===== src/rtl/three_to_one_mux.sv =====
// three_to_one_mux: 3:1 data selector with a combinational result and a registered
// result carrying valid and illegal-select flags.
module three_to_one_mux #(
    parameter int WIDTH = 32
) (
    input  logic             clk,
    input  logic             rst_n,
    input  logic [WIDTH-1:0] a,
    input  logic [WIDTH-1:0] b,
    input  logic [WIDTH-1:0] c,
    input  logic [1:0]       sel,
    input  logic             in_valid,
    output logic [WIDTH-1:0] out_comb,
    output logic [WIDTH-1:0] out,
    output logic             out_valid,
    output logic             sel_err
);
    // sel = 11 yields a defined zero rather than X or a hold
    always_comb out_comb = sel == 2'b00 ? a : sel == 2'b01 ? b : sel == 2'b10 ? c : '0;
    always_ff @(posedge clk or negedge rst_n) begin
        if (!rst_n) begin
            out       <= '0;
            out_valid <= 1'b0;
            sel_err   <= 1'b0;
        end else begin
            if (in_valid) out <= out_comb;
            out_valid <= in_valid;
            sel_err   <= in_valid && sel == 2'b11;
        end
    end
endmodule


===== config.mk =====
export PLATFORM = sky130hd
export DESIGN_NAME = three_to_one_mux
export DESIGN_NICKNAME = d
export VERILOG_FILES = /design/src/rtl/three_to_one_mux.sv
export SDC_FILE = /design/constraint.sdc
export NUM_CORES = 1
export LEC_CHECK = 0
export CORE_UTILIZATION = 35
export DETAILED_ROUTE_END_ITERATION = 12
export PLACE_DENSITY = 0.87
export SETUP_SLACK_MARGIN = 0.02
export SYNTH_ARGS = -nofsm -noshare
export SYNTH_HDL_FRONTEND = slang
export SYNTH_SLANG_ARGS = --single-unit

===== constraint.sdc =====
create_clock -name clk -period 0.85 [get_ports clk]
set_input_delay 0.085 -clock clk [delete_from_list [all_inputs] [get_ports clk]]
set_output_delay 0.085 -clock clk [all_outputs]
set_load 0.05 [all_outputs]

==> flow_summary.toml, run 1 <==
[outcome]
status = "did not finish"
haltStage = "clock tree synthesis (4_1_cts)"
error_message = "[ERROR DPL-0033] detailed placement checks failed during check placement."

[placed_design]
io_buffers = 166
gp_congestion = 0.844
dp_cells = 465
hpwl_um = 7570

[logic_synthesis]
synth_nets = 326
synth-edff-count = 0
yosysMostFrequentCell = "dfrtp_1"
synthCells = 225
yosys.area.top_type = "dfrtp_1"
ys_ff_latch = 34
ys_async_sr_fraction = 1.00
syn_avg_cell_area_um2 = 10.4
ys_types = 15
synth_flop_cell = "dfrtp_1"
yosysSeqAreaShare = 0.364
synth_area_leaders = "dfrtp_1 (36%), mux2i_1 (14%), nand4b_1 (12%)"
synth_top_area_share = 0.364
synth_area_um2 = 2330
yosys_warnings = 0

[floorplan]
die_y_um = 83.7
floorplan.initialDensity = 0.366
fp.dieW_um = 83.7
rows = 29
pin_count = 167

[clock_network]
cts_resized = 115
clock_sinks = 34
clockBufferDepth = 2
cts_inserted_buffers = 5
cts_setup_buffers = 24
cts-root-buf = "clkbuf_8"
ctsHoldBuffers = 1
h-tree-depth = 2
-- cells by family after synthesis --
family / share of synthesized area
and+or+nand+nor: 0.128
buffers and inverters: 0.130
muxes: 0.137
AOI/OAI and AO/OA: 0.240
DFF: 0.364
-- per-stage QoR --
stage	setup slack [ps]	hold slack (ps)	cell area (µm²)	util
floorplan	-98.5	-211	3160	-
global placement	-297	61.8	5640	0.883
detailed placement	-362	84.9	5640	0.883
==> run 2: changes to the inputs <==
PLACE_DENSITY = not set   (was 0.87)
PLACE_DENSITY_LB_ADDON = 0.15   (was not set)
SETUP_SLACK_MARGIN = not set   (was 0.02)
==> flow_summary.toml, run 2 <==
[detailed_routing]
wirelength_um = 15900
dr.pass1.iters = 5
via_count = 3252
dr.first_iter.drc_count = 237
drc = 0
routedWlPerCell_um = 32.4
viasPerCell = 6.64
ant_nets = 0

[outcome]
status = "finished with violations"
violations = "negative setup slack"

[power_and_ir_drop]
swShare = 0.416
power_leakage_nw = 2.33
pwr-share-seq = 0.248
internal-power_mw = 4.86
peakVddDrop_mv = 1.52
power_frac_comb = 0.589
p_sw_mw = 3.46
p_clk_frac = 0.163
power_density_nw_per_um2 = 1360

[worst_setup_path]
r2r_cells = 3
crit_required_ps = 760
path_max_fanout = 2
critPathKind = "primary input to output pin"
crit_arrival_ps = 1180
r2r-end = "out[0]"
r2r_start = "out[0]"
reg2reg_slack_ps = -40
startpoint_type = "primary input"
critPathCaptureType = "output pin"

[global_route]
grt_util_all_layers = 0.360
grt_max_degree = 35
overflow = 0
grt_busiest_layer = "met2"
antenna_found_initial = 0
grt_pass1_vias = 3267
met1_usage = 0.377
grt_pass1_wl_um = 19100
grtUsageMet2 = 0.661
grt_util_met3 = 0.0920

[finish]
final_cell_mix = "clkdlybuf4s50_1 (89), buf_12 (76), nand4b_1 (32)"
fin_nets = 513
fin_cells = 490
top_regs = "out: 32 flops, out_valid: 1 flops, sel_err: 1 flops"
largest_reg_flops = 32
final_util = 0.959
drive_gt1_frac = 0.542
syn_to_final_growth_pct = 162
registers.top_by_ff_count = "out"
final_common_cell = "clkdlybuf4s50_1"
diodes = 0

[timing]
layout_min_cycle_time_ps = 1260
relSlewSlack = 0.698
tns_ps = -16200
clock_skew_ps = 0
setup_violations = 78
rsz0062_at_grt = "true"
timing.final.hold_violations = 0
report.final.slew_viol_count = 0
tightest_slew_ps = 453
fmax_mhz = 792
fin_crit_sh = 1.48
setup_ws_ps = -412

[logic_synthesis]
synth_top_area_share = 0.364
synth_flop_cell = "dfrtp_1"
yosys_warnings = 0
ys_ff_latch = 34
yosysSeqAreaShare = 0.364
yosys.area.top_type = "dfrtp_1"
syn_avg_cell_area_um2 = 10.4
synth_area_leaders = "dfrtp_1 (36%), mux2i_1 (14%), nand4b_1 (12%)"
synth-edff-count = 0
synthCells = 225
yosysMostFrequentCell = "dfrtp_1"
ys_types = 15
synth_nets = 326
synth_area_um2 = 2330
ys_async_sr_fraction = 1.00

[clock_network]
clock_sinks = 34
cts-root-buf = "clkbuf_8"
path_clk_slew_ps = 80
cts_tree = "yes"
clk_latency_ps = 310
clockBufferDepth = 2
cts_inserted_buffers = 5
h-tree-depth = 2

[placed_design]
io_buffers = 166
gp_congestion = 0.727
hpwl_um = 7460
pre_cts_slack_ps = -388
dp_cells = 462

[floorplan]
coreArea_um2 = 6390
pin_count = 167
die_y_um = 83.7
die_area_um2 = 7000
fp.dieW_um = 83.7
floorplan.initialDensity = 0.366
rows = 29

[hold_path]
hold_class = "primary input to flip-flop"
hold_path_end = "sel_err"
whs_path_depth = 2
min_from = "sel[1]"

[run]
cap_viol_max_count = 0
run 2: cell counts after synthesis:
No cell type changed its count.
run 2: critical path, stage by stage:
cell,delay (ps)
clkdlybuf4s50_1,530
mux2i_4,290
o2bb2ai_4,100
buf_12,170
run 2: area by class of cell:
cell class | instances | area [µm²]
repair buffers | 208 | 2810
clock buffers | 7 | 86.3
well taps | 77 | 96.3
inverters | 32 | 123
clock inverters | 1 | 5.00
fillers | 124 | 263
flip-flops and latches | 34 | 885
multi-input cells | 131 | 2120
run 2: cell families (layout without fill, tap and decap cells):
kind of cell	count (synthesis)	count (layout)	synth area share
flops	34	34	0.364
buf+inv	60	248	0.130
simple gates	35	35	0.128
compound gates	64	64	0.240
mux	32	32	0.137
run 2: through the flow:
step                power [mW]  area, µm²  hold WS, ps
finish                    8.32       6120         75.5
global route              8.47       6120         88.5
CTS                       7.82       5930         73.6
detailed placement        6.41       5590         66.8
global placement          6.30       5590         60.9
floorplan                 4.08       3120         -211
run 2: timing repair:
| item | CTS | global route |
|---|---|---|
| cloned | 2 | 0 |
| gates resized for setup | 21 | 43 |
| hold buffers | 1 | 0 |
| pin swaps | 2 | 0 |
| setup endpoints to repair | 72 | 84 |
| setup buffers | 12 | 9 |
| hold endpoints to repair | 34 | 0 |
run 2: worst max-delay path by stage:
stage,start,to,slack [ps],depth (start not counted)
floorplan,sel[1],out_comb[29],-100,3
global placement,sel[0],out_comb[0],-320,6
detailed placement,sel[0],out[15],-390,4
CTS,sel[0],out_comb[7],-310,7
global route,a[31],out_comb[31],-450,4
finish,b[9],out_comb[9],-410,4
run 2: power groups by stage:
| stage | sequential, mW | clock (mW) | combinational (mW) |
|---|---|---|---|
| final | 2.06 | 1.36 | 4.90 |
| after global routing | 2.07 | 1.41 | 4.98 |
| after CTS | 2.02 | 1.27 | 4.53 |
| after detailed placement | 2.06 | 0 | 4.35 |
| after global placement | 2.04 | 0 | 4.26 |
| after floorplan | 2.58 | 0 | 1.50 |
run 2: routing by layer:
metal | share of wire | wire length, µm | vias to the layer above
met4 | 0.078 | 1240 | 0
met2 | 0.50 | 8020 | 283
met1 | 0.33 | 5210 | 1603
li1 | - | - | 1264
met5 | 0 | 0 | -
met3 | 0.089 | 1420 | 102
Note: power is estimated with default switching activity, not from simulation.
==> run 3: changes to the inputs <==
HOLD_SLACK_MARGIN = 0.06   (was not set)
==> results of run 3 <==
The final DEF is identical to that of run 2; final timing and power are the same.
==> run 4: changes to the inputs <==
CTS_CLUSTER_SIZE = 24   (was not set)
GPL_TIMING_DRIVEN = 0   (was not set)
SKIP_CTS_REPAIR_TIMING = 1   (was not set)
==> flow_summary.toml, run 4 (synthesis gave the netlist of run 2 again) <==
[finish]
final_common_cell = "clkdlybuf4s50_1"
syn_to_final_growth_pct = 155
drive_gt1_frac = 0.535
fin_nets = 534
fin_cells = 512
fill_cells = 179
largest_reg_flops = 32
final_util = 0.932
top_regs = "out: 32 flops, out_valid: 1 flops, sel_err: 1 flops"
finalInstanceArea_um2 = 5950
registers.top_by_ff_count = "out"
final_cell_mix = "clkdlybuf4s50_1 (78), buf_6 (63), inv_1 (32), nand4b_1 (32), o2bb2ai_4 (30)"

[worst_setup_path]
crit_required_ps = 760
critPathCaptureType = "output pin"
startpoint_type = "primary input"
r2r-end = "out[9]"
crit_arrival_ps = 1120
r2r_start = "out[9]"
path_max_fanout = 2
critPathKind = "primary input to output pin"
r2r_cells = 3
reg2reg_slack_ps = -70

[timing]
fmax_mhz = 832
rsz0062_at_grt = "true"
layout_min_cycle_time_ps = 1200
tns_ps = -12320
relSlewSlack = 0.438
fin_crit_sh = 1.41
timing.final.hold_violations = 34
setup_violations = 80
report.final.slew_viol_count = 0
tightest_slew_ps = 843
setup_ws_ps = -351
clock_skew_ps = 0
timing.hold.ws_ps = -107

[floorplan]
die_y_um = 83.7
rows = 29
floorplan.initialDensity = 0.366
pin_count = 167
die_area_um2 = 7000
coreArea_um2 = 6390
fp.dieW_um = 83.7

[global_route]
overflow = 0
grt_util_all_layers = 0.259
grt_pass1_vias = 2861
grt_pass1_wl_um = 14500
grt_max_degree = 35
antenna_found_initial = 0

[detailed_routing]
dr.pass1.iters = 5
routedWlPerCell_um = 27.8
ant_nets = 0
dr.first_iter.drc_count = 232
viasPerCell = 6.35
wirelength_um = 14200
via_count = 3252
drc = 0

[power_and_ir_drop]
power_density_nw_per_um2 = 1270
power_leakage_nw = 2.43
power_mw = 7.58
peakVddDrop_mv = 0.974

[clock_network]
clock_sinks = 34
h-tree-depth = 2
clk_latency_ps = 280
cts_inserted_buffers = 5
clockBufferDepth = 2
cts-root-buf = "clkbuf_8"
cts_tree = "yes"
path_clk_slew_ps = 80

[placed_design]
pre_cts_slack_ps = -1480
dp_cells = 468
hpwl_um = 6700
io_buffers = 166
gp_congestion = 0.749
dpl_cell_area_um2 = 4870

[hold_path]
hold_class = "primary input to asynchronous set/reset pin"

[outcome]
violations = "negative hold slack, negative setup slack"
status = "finished with violations"

[run]
cap_viol_max_count = 0
[run 4: cell count changes in the layout (fill, tap and decap cells not counted), sizes merged]
cell	change
buf	+3
clkbuf	+17
clkdlybuf4s50	-11
clkinv	-1
diode	+1
dlygate4sd1	+1
dlygate4sd2	-2
dlymetal6s2s	+14
[run 4: worst max-delay path by stage]
stage / from / depth (start not counted) / end
2_1_floorplan: sel[1] / 3 / out_comb[29]
3_3_place_gp: sel[1] / 6 / out_comb[5]
3_5_place_dp: sel[1] / 6 / out_comb[5]
4_1_cts: sel[1] / 6 / out_comb[30]
5_1_grt: b[15] / 4 / out_comb[15]
6_report: b[15] / 4 / out_comb[15]
[run 4: final cells by class]
cell class	instances	area (µm²)	share of cell area
multi-input cells	131	2170	0.366
plain buffers	28	330	0.0555
flip-flops and latches	34	885	0.149
inverters	32	120	0.0202
repair buffers	201	2260	0.380
diodes	1	2.50	0.000421
clock buffers	8	80.1	0.0135
well taps	77	96.3	0.0162
[run 4: per-layer routing]
| metal | global-route usage | vias up | share of wire |
|---|---|---|---|
| met5 | 0 | - | 0 |
| met4 | 0.0555 | 0 | 0.048 |
| met3 | 0.0752 | 55 | 0.079 |
| met2 | 0.466 | 253 | 0.52 |
| met1 | 0.303 | 1630 | 0.35 |
| li1 | - | 1314 | - |
[run 4: critical path, cell delays in order]
cell and delay, ps:
clkdlybuf4s50_1 550, mux2i_4 120, o2bb2ai_4 180, buf_8 170
[run 4: power by group]
part           internal, mW  total (mW)  leakage, nW  switching, mW
sequential             1.82        1.99        0.395          0.164
clock                 0.583        1.20       0.0395          0.615
combinational          1.96        4.39         2.00           2.43
